`src/rtl/spi_cmd_decoder.sv`:
```
// -----------------------------------------------------------------------------
// spi_cmd_decoder
//   Decodes 3-byte SPI command frames into control-register updates and
//   queued events for a downstream consumer.
//
//   Frame layout: {opcode[7:0], data[15:0]}
//     opcode[7:6] = 11 WRITE, 10 SET (OR), 01 CLEAR (AND-NOT)
//                   register index in opcode[3:0], opcode[5:4] must be 00
//     opcode      = 00 NOP
//     opcode[7:6] = 00 (nonzero) EVENT, pushes {opcode[5:0], data}
//
//   Ports:
//     clk, reset_n          clock, asynchronous active-low reset
//     frame_in/_valid_in    24-bit frame and 1-cycle qualifier
//     regs_out              register bank, reg i at [16*i+15:16*i]
//     reg_write_strobe      1-cycle pulse per updated register
//     evt_code/evt_data     show-ahead head of the event FIFO
//     evt_valid/evt_ready   FIFO non-empty / consumer accept
//     evt_overflow          sticky drop flag, cleared by clear_overflow
//     bad_cmd               1-cycle pulse on an illegal register command
//     err_count             (SPI_CMD_ERR_COUNT_EN only) saturating count of
//                           bad commands plus dropped events
//
//   Optional feature macro: SPI_CMD_ERR_COUNT_EN
// -----------------------------------------------------------------------------
module spi_cmd_decoder #(
    parameter int NUM_REGS   = 8,
    parameter int FIFO_DEPTH = 4
) (
    input  logic                     clk,
    input  logic                     reset_n,
    input  logic [23:0]              frame_in,
    input  logic                     frame_valid_in,
    output logic [16*NUM_REGS-1:0]   regs_out,
    output logic [NUM_REGS-1:0]      reg_write_strobe,
    output logic [5:0]               evt_code,
    output logic [15:0]              evt_data,
    output logic                     evt_valid,
    input  logic                     evt_ready,
    output logic                     evt_overflow,
    input  logic                     clear_overflow,
    output logic                     bad_cmd
`ifdef SPI_CMD_ERR_COUNT_EN
    ,
    output logic [7:0]               err_count
`endif
);

    localparam int               PTR_W      = $clog2(FIFO_DEPTH);
    localparam int               CNT_W      = PTR_W + 1;
    localparam logic [CNT_W-1:0] FULL_CNT   = CNT_W'(FIFO_DEPTH);
    localparam logic [4:0]       NUM_REGS_L = 5'(NUM_REGS);

    logic [15:0]          r_regs [NUM_REGS];
    logic [NUM_REGS-1:0]  r_strobe;
    logic                 r_bad;
    logic [21:0]          r_mem [FIFO_DEPTH];
    logic [PTR_W-1:0]     r_wr_ptr;
    logic [PTR_W-1:0]     r_rd_ptr;
    logic [CNT_W-1:0]     r_count;
    logic                 r_ovf;

    logic [7:0]           w_op;
    logic [15:0]          w_data;
    logic [3:0]           w_addr;
    logic                 w_is_reg;
    logic                 w_addr_ok;
    logic                 w_bad;
    logic                 w_push_req;
    logic                 w_pop;
    logic                 w_full;
    logic                 w_push;
    logic                 w_drop;
    logic [15:0]          w_cur;
    logic [15:0]          w_new;
    logic [NUM_REGS-1:0]  w_strobe_nxt;

    // Frame field split and command classification.
    always_comb begin
        w_op       = frame_in[23:16];
        w_data     = frame_in[15:0];
        w_addr     = w_op[3:0];
        w_is_reg   = frame_valid_in && (w_op[7:6] != 2'b00);
        w_addr_ok  = (w_op[5:4] == 2'b00) && ({1'b0, w_addr} < NUM_REGS_L);
        w_bad      = w_is_reg && !w_addr_ok;
        w_push_req = frame_valid_in && (w_op[7:6] == 2'b00) && (w_op != 8'h00);
        w_full     = (r_count == FULL_CNT);
        // A pop requires a non-empty FIFO, so push+pop on empty is push only.
        w_pop      = (r_count != {CNT_W{1'b0}}) && evt_ready;
        // When full, a same-edge pop frees the slot the push needs.
        w_push     = w_push_req && (!w_full || w_pop);
        w_drop     = w_push_req && w_full && !w_pop;
    end

    // Read-modify-write value for the addressed register.
    always_comb begin
        w_cur        = 16'h0000;
        w_strobe_nxt = {NUM_REGS{1'b0}};
        for (int i = 0; i < NUM_REGS; i++) begin
            w_cur           = (w_addr == 4'(i)) ? r_regs[i] : w_cur;
            w_strobe_nxt[i] = w_is_reg && w_addr_ok && (w_addr == 4'(i));
        end
        case (w_op[7:6])
            2'b11:   w_new = w_data;
            2'b10:   w_new = w_cur | w_data;
            2'b01:   w_new = w_cur & ~w_data;
            default: w_new = w_cur;
        endcase
    end

    // Register bank, write strobes and bad-command pulse.
    always_ff @(posedge clk or negedge reset_n) begin
        if (!reset_n) begin
            for (int i = 0; i < NUM_REGS; i++) begin
                r_regs[i] <= 16'h0000;
            end
            r_strobe <= {NUM_REGS{1'b0}};
            r_bad    <= 1'b0;
        end else begin
            for (int i = 0; i < NUM_REGS; i++) begin
                if (w_strobe_nxt[i]) begin
                    r_regs[i] <= w_new;
                end
            end
            r_strobe <= w_strobe_nxt;
            r_bad    <= w_bad;
        end
    end

    // Event FIFO storage, pointers, occupancy and sticky overflow.
    always_ff @(posedge clk or negedge reset_n) begin
        if (!reset_n) begin
            for (int i = 0; i < FIFO_DEPTH; i++) begin
                r_mem[i] <= 22'h000000;
            end
            r_wr_ptr <= {PTR_W{1'b0}};
            r_rd_ptr <= {PTR_W{1'b0}};
            r_count  <= {CNT_W{1'b0}};
            r_ovf    <= 1'b0;
        end else begin
            if (w_push) begin
                r_mem[r_wr_ptr] <= {w_op[5:0], w_data};
                r_wr_ptr        <= r_wr_ptr + PTR_W'(1);
            end
            if (w_pop) begin
                r_rd_ptr <= r_rd_ptr + PTR_W'(1);
            end
            if (w_push && !w_pop) begin
                r_count <= r_count + CNT_W'(1);
            end else if (!w_push && w_pop) begin
                r_count <= r_count - CNT_W'(1);
            end else begin
                r_count <= r_count;
            end
            // A drop on the same edge as a clear keeps the flag set.
            if (w_drop) begin
                r_ovf <= 1'b1;
            end else if (clear_overflow) begin
                r_ovf <= 1'b0;
            end else begin
                r_ovf <= r_ovf;
            end
        end
    end

`ifdef SPI_CMD_ERR_COUNT_EN
    logic [7:0] r_err_count;

    // Saturating error counter; an error on the clearing edge counts as one.
    always_ff @(posedge clk or negedge reset_n) begin
        if (!reset_n) begin
            r_err_count <= 8'h00;
        end else if (clear_overflow) begin
            r_err_count <= (w_bad || w_drop) ? 8'h01 : 8'h00;
        end else if ((w_bad || w_drop) && (r_err_count != 8'hFF)) begin
            r_err_count <= r_err_count + 8'h01;
        end else begin
            r_err_count <= r_err_count;
        end
    end

    assign err_count = r_err_count;
`endif

    // Flatten the register bank onto the output bus.
    always_comb begin
        regs_out = {(16*NUM_REGS){1'b0}};
        for (int i = 0; i < NUM_REGS; i++) begin
            regs_out[16*i +: 16] = r_regs[i];
        end
    end

    assign reg_write_strobe = r_strobe;
    assign bad_cmd          = r_bad;
    assign evt_valid        = (r_count != {CNT_W{1'b0}});
    assign evt_code         = r_mem[r_rd_ptr][21:16];
    assign evt_data         = r_mem[r_rd_ptr][15:0];
    assign evt_overflow     = r_ovf;

endmodule

```
`config.mk`:
```
export PLATFORM = sky130hd
export DESIGN_NAME = spi_cmd_decoder
export DESIGN_NICKNAME = d
export VERILOG_FILES = /design/src/rtl/spi_cmd_decoder.sv
export SDC_FILE = /design/constraint.sdc
export NUM_CORES = 1
export LEC_CHECK = 0
export ABC_AREA = 1
export CAP_MARGIN = 0
export CORE_ASPECT_RATIO = 0.9
export CORE_MARGIN = 5
export CORE_UTILIZATION = 30
export DETAILED_ROUTE_END_ITERATION = 10
export GPL_ROUTABILITY_DRIVEN = 0
export GPL_TIMING_DRIVEN = 0
export SLEW_MARGIN = 20
export SYNTH_ARGS = -nofsm -noshare
export SYNTH_HDL_FRONTEND = slang
export SYNTH_SLANG_ARGS = --single-unit
```
`constraint.sdc`:
```
create_clock -name clk -period 2.2 [get_ports clk]
set_input_delay 0.44 -clock clk [delete_from_list [all_inputs] [get_ports clk]]
set_output_delay 0.44 -clock clk [all_outputs]
set_load 0.05 [all_outputs]
```
==> flow_results.org <==
** Status
- Status :: complete, but fails checks
- Violated checks :: setup timing

** Drt
- The routed layout has 10200 vias.
- In the routed design, unresolved DRC markers number 0.
- First drt pass iteration count :: 5
- Antenna-violating nets left :: 0
- For this block, the initial DRC count from the detailed router was 911.
- After detailed routing, the average wire length per cell comes to 18.8 um.
- Via-to-Cell Ratio :: 4.83
- Wires add up to 39800 um.

** STA
- Across all setup checks in the final design, the least slack found is -88.1 ps.
- Largest clock skew in the final design :: 27.6 ps
- Transition time at the pin with the least slew margin :: 645 ps
- FMAX :: 437 MHz
- Final hold violation count :: 0
- Min cycle time layout :: 2290 ps
- Number of max-slew violations in the final report :: 0
- RSZ-0062 raised after global routing :: true
- In the finished design, the share of the clock period the worst path needs comes to 104%.
- Endpoints failing setup :: 17
- Slew Limit Headroom :: 57.2%

** Logic synthesis
- Yosys mapped a number of flops with a built-in enable equal to 0.
- Area of the mapped netlist :: 10900 sq um
- Count of unique library cells instantiated by Yosys :: 30
- Of the synthesized area, sequential elements account for 53.6%.
- In the synthesized netlist the async set-or-reset flop fraction comes to 100%.
- When the netlist entered floorplanning its net count stood at 1416.
- The synthesized design contains 233 register bits.
- Of the post-synthesis cell area, the dominant cell type holds 53.6%.
- Cell count after synthesis :: 1381
- The biggest area contributor in the post-synthesis netlist is dfrtp_1.
- Dividing the synthesized area by the synthesized cell count gives 7.88 sq um.
- Sorting the synthesized cells by area gives the leading types as dfrtp_1, nand2_1, o21ai_0, o21ai_1, nor2_1.
- In the synthesized netlist the dominant register cell turns out to be dfrtp_1.
- Number of warnings printed during yosys synthesis :: 0

** Setup path
- CP Class :: reg2out
- The worst setup path is captured at an output port.
- At the worst endpoint, the required time is 1760 ps.
- Register-to-register path setup slack :: 170 ps
- Of all nets on the critical path, the largest fanout is 7.
- Data arrives at the worst endpoint at 1850 ps.
- Reg2reg end :: r_count[1]$_DFFE_PN0P_
- The worst setup path is launched from a register.
- Cell depth of the worst flop-to-flop path :: 10
- The worst register-to-register path begins at r_count[1]$_DFFE_PN0P_.

** Floorplanning
- Row cnt :: 66
- The floorplan step defined a core boundary enclosing 36000 sq um.
- Die outline height :: 191 um
- Number of top-level design ports :: 190
- For this configuration, the core starts out at a cell density of 30.2%.
- DIE WIDTH :: 211 um
- The die covers 40200 sq um.

** Placed design
- In this run, placement finished with an instance count of 2048.
- Number of port buffers :: 189
- Final HPWL DP :: 29300 um

** Power and ir drop
- In this run the static leakage power is 7.82 nW.
- The completed layout was analyzed and its total power is 18.1 mW.
- Peak VDD IR :: 0.716 mV
- PD cells :: 1220 nW/um^2

** Clock tree
- H-Tree Depth :: 1
- Counting every sink on the clock net gives 233.
- CTS root buf :: clkbuf_16
- The number of clock buffers added by TritonCTS is 26.
- TritonCTS clock tree :: built
- The clock passes through at most 3 buffers.
- Clock latency on the worst-skew pair, taken at its later pin, is 550 ps.
- Clock slew seen by the registers of the worst setup and hold paths :: 60 ps

** Global route
- GR Util All Layers :: 19.3%
- Summed over all layers, the global routing overflow is 0.
- Vias in the first global route :: 10100
- Pin count of the biggest net entering global routing :: 97
- Antenna violations before repair :: 2
- First-pass GRT wire length :: 61000 um

** Finish
- Synthesis-to-finish area growth :: 37.0%
- The count of cells in the finished layout, fillers not included, comes to 2114.
- At the end of the flow, the number of nets in the layout was 1653.
- Fillers :: 3644
- Core occupancy in the finished layout :: 41.4%
- 0 antenna diodes ended up in the layout.
- Share of cells above drive strength 1 :: 15.4%

** Hold path
- The worst hold path belongs to the class in2async.

** Flow run
- Max-cap violations in this run came to 0.
cell usage in the layout, fill, tap and decap left out, types with 18 or more instances in the layout:
cell type	synthesis	layout
buf_4	2	18
o21ai_0	91	63
dlygate4sd2_1	0	127
buf_2	29	28
clkbuf_1	35	21
dfrtp_1	233	230
nand3_1	53	52
inv_1	47	46
buf_6	0	24
nand4_1	20	20
o21ai_1	63	71
clkdlybuf4s50_1	0	32
o21a_1	20	20
clkbuf_16	0	29
o22ai_2	0	18
nand2_1	614	605
nor2_1	82	64
state kept, by name, summed over array words and instances, names as in the netlist:
register / cells
bad_cmd: 1
evt_overflow: 1
r_count: 3
r_mem: 88
r_rd_ptr: 2
r_wr_ptr: 2
reg_write_strobe: 8
regs_out: 128
stage by stage:
stage	area (sq um)	setup WS [ps]	setup TNS [ps]	hold WS [ps]
after floorplan	11000	29.4	0	144
after CTS	14700	-88.1	-611	424
final	14900	-88.1	-758	426
after global placement	13500	-9550	-2404730	457
after detailed placement	13600	-1050	-188930	398
after global routing	14900	-125	-2000	451
repair_timing:
item / 4_1_cts / 5_1_grt
gates cloned: 3 / 1
pin swaps: 19 / 10
gates resized for setup: 380 / 64
setup buffers: 10 / 6
hold buffers: 1 / 0
endpoints found under the hold margin: 51 / 0
setup endpoints to repair: 365 / 155
Yosys cell counts (2+ instances only):
cell type / instances
o22ai_1: 23
dfrtp_1: 233
nand4_1: 20
a21oi_1: 14
o21a_1: 20
xor2_1: 3
clkbuf_1: 35
buf_4: 2
o21ai_0: 91
nor2_2: 4
inv_2: 13
nand3_2: 2
nor2_1: 82
ha_1: 5
buf_2: 29
nand2_1: 614
o21ai_1: 63
inv_1: 47
nor2_4: 10
nand2_2: 9
nand3_1: 53
how the worst max path moves through the flow:
stage	cells past startpoint	startpoint	endpoint
floorplan	10	r_count[0]$_DFFE_PN0P_	r_count[1]$_DFFE_PN0P_
global placement	1	reset_n	regs_out[55]$_DFFE_PN0P_
detailed placement	9	frame_in[19]	r_count[1]$_DFFE_PN0P_
CTS	5	r_rd_ptr[0]$_DFFE_PN0P_	evt_data[9]
global route	5	r_rd_ptr[0]$_DFFE_PN0P_	evt_data[0]
finish	5	r_rd_ptr[0]$_DFFE_PN0P_	evt_code[1]
cell type report:
type                            count  area [sq um]  area share [%]
Inverter                           62           243            1.63
Timing Repair inverter              1          5.00          0.0336
Multi-Input combinational cell   1020          4910            32.9
Sequential cell                   233          5830            39.1
Clock inverter                     11           148           0.990
Buffer                             63           440            2.95
Timing Repair Buffer              211          2000            13.4
Tap cell                          476           596            3.99
Clock buffer                       37           742            4.97
per-layer routing:
metal / up-vias / global-route usage, % / wire length (um)
met5: - / 0 / 11
met4: 2 / 2.87 / 629
met3: 47 / 5.64 / 3340
met2: 325 / 31.4 / 18500
met1: 4910 / 26.2 / 17300
li1: 4917 / - / -
power breakdown:
part | total, mW | leakage, nW | switching [mW] | internal (mW)
registers | 6.00 | 3.03 | 0.711 | 5.29
logic | 7.55 | 4.36 | 4.85 | 2.70
clock network | 4.57 | 0.437 | 1.86 | 2.71
critical path, cell delays in order (launching register included):
cell,delay (ps)
dfrtp_2,500
buf_6,160
clkbuf_16,160
o21ai_4,60
o22ai_2,230
buf_6,200
cells by family (layout without fill, tap and decap cells):
family / after synthesis / in the layout / share of synthesized area (%)
AO/OA/AOI/OAI: 212 / 212 / 10.5
XOR/XNOR: 4 / 4 / 0.322
adder cells (fa/ha/maj): 6 / 6 / 0.759
buffers and inverters: 128 / 385 / 4.84
flip-flops: 233 / 233 / 53.6
multiplexers: 1 / 1 / 0.103
AND/OR/NAND/NOR: 797 / 797 / 29.9
Power figures use the tool's default switching activity.
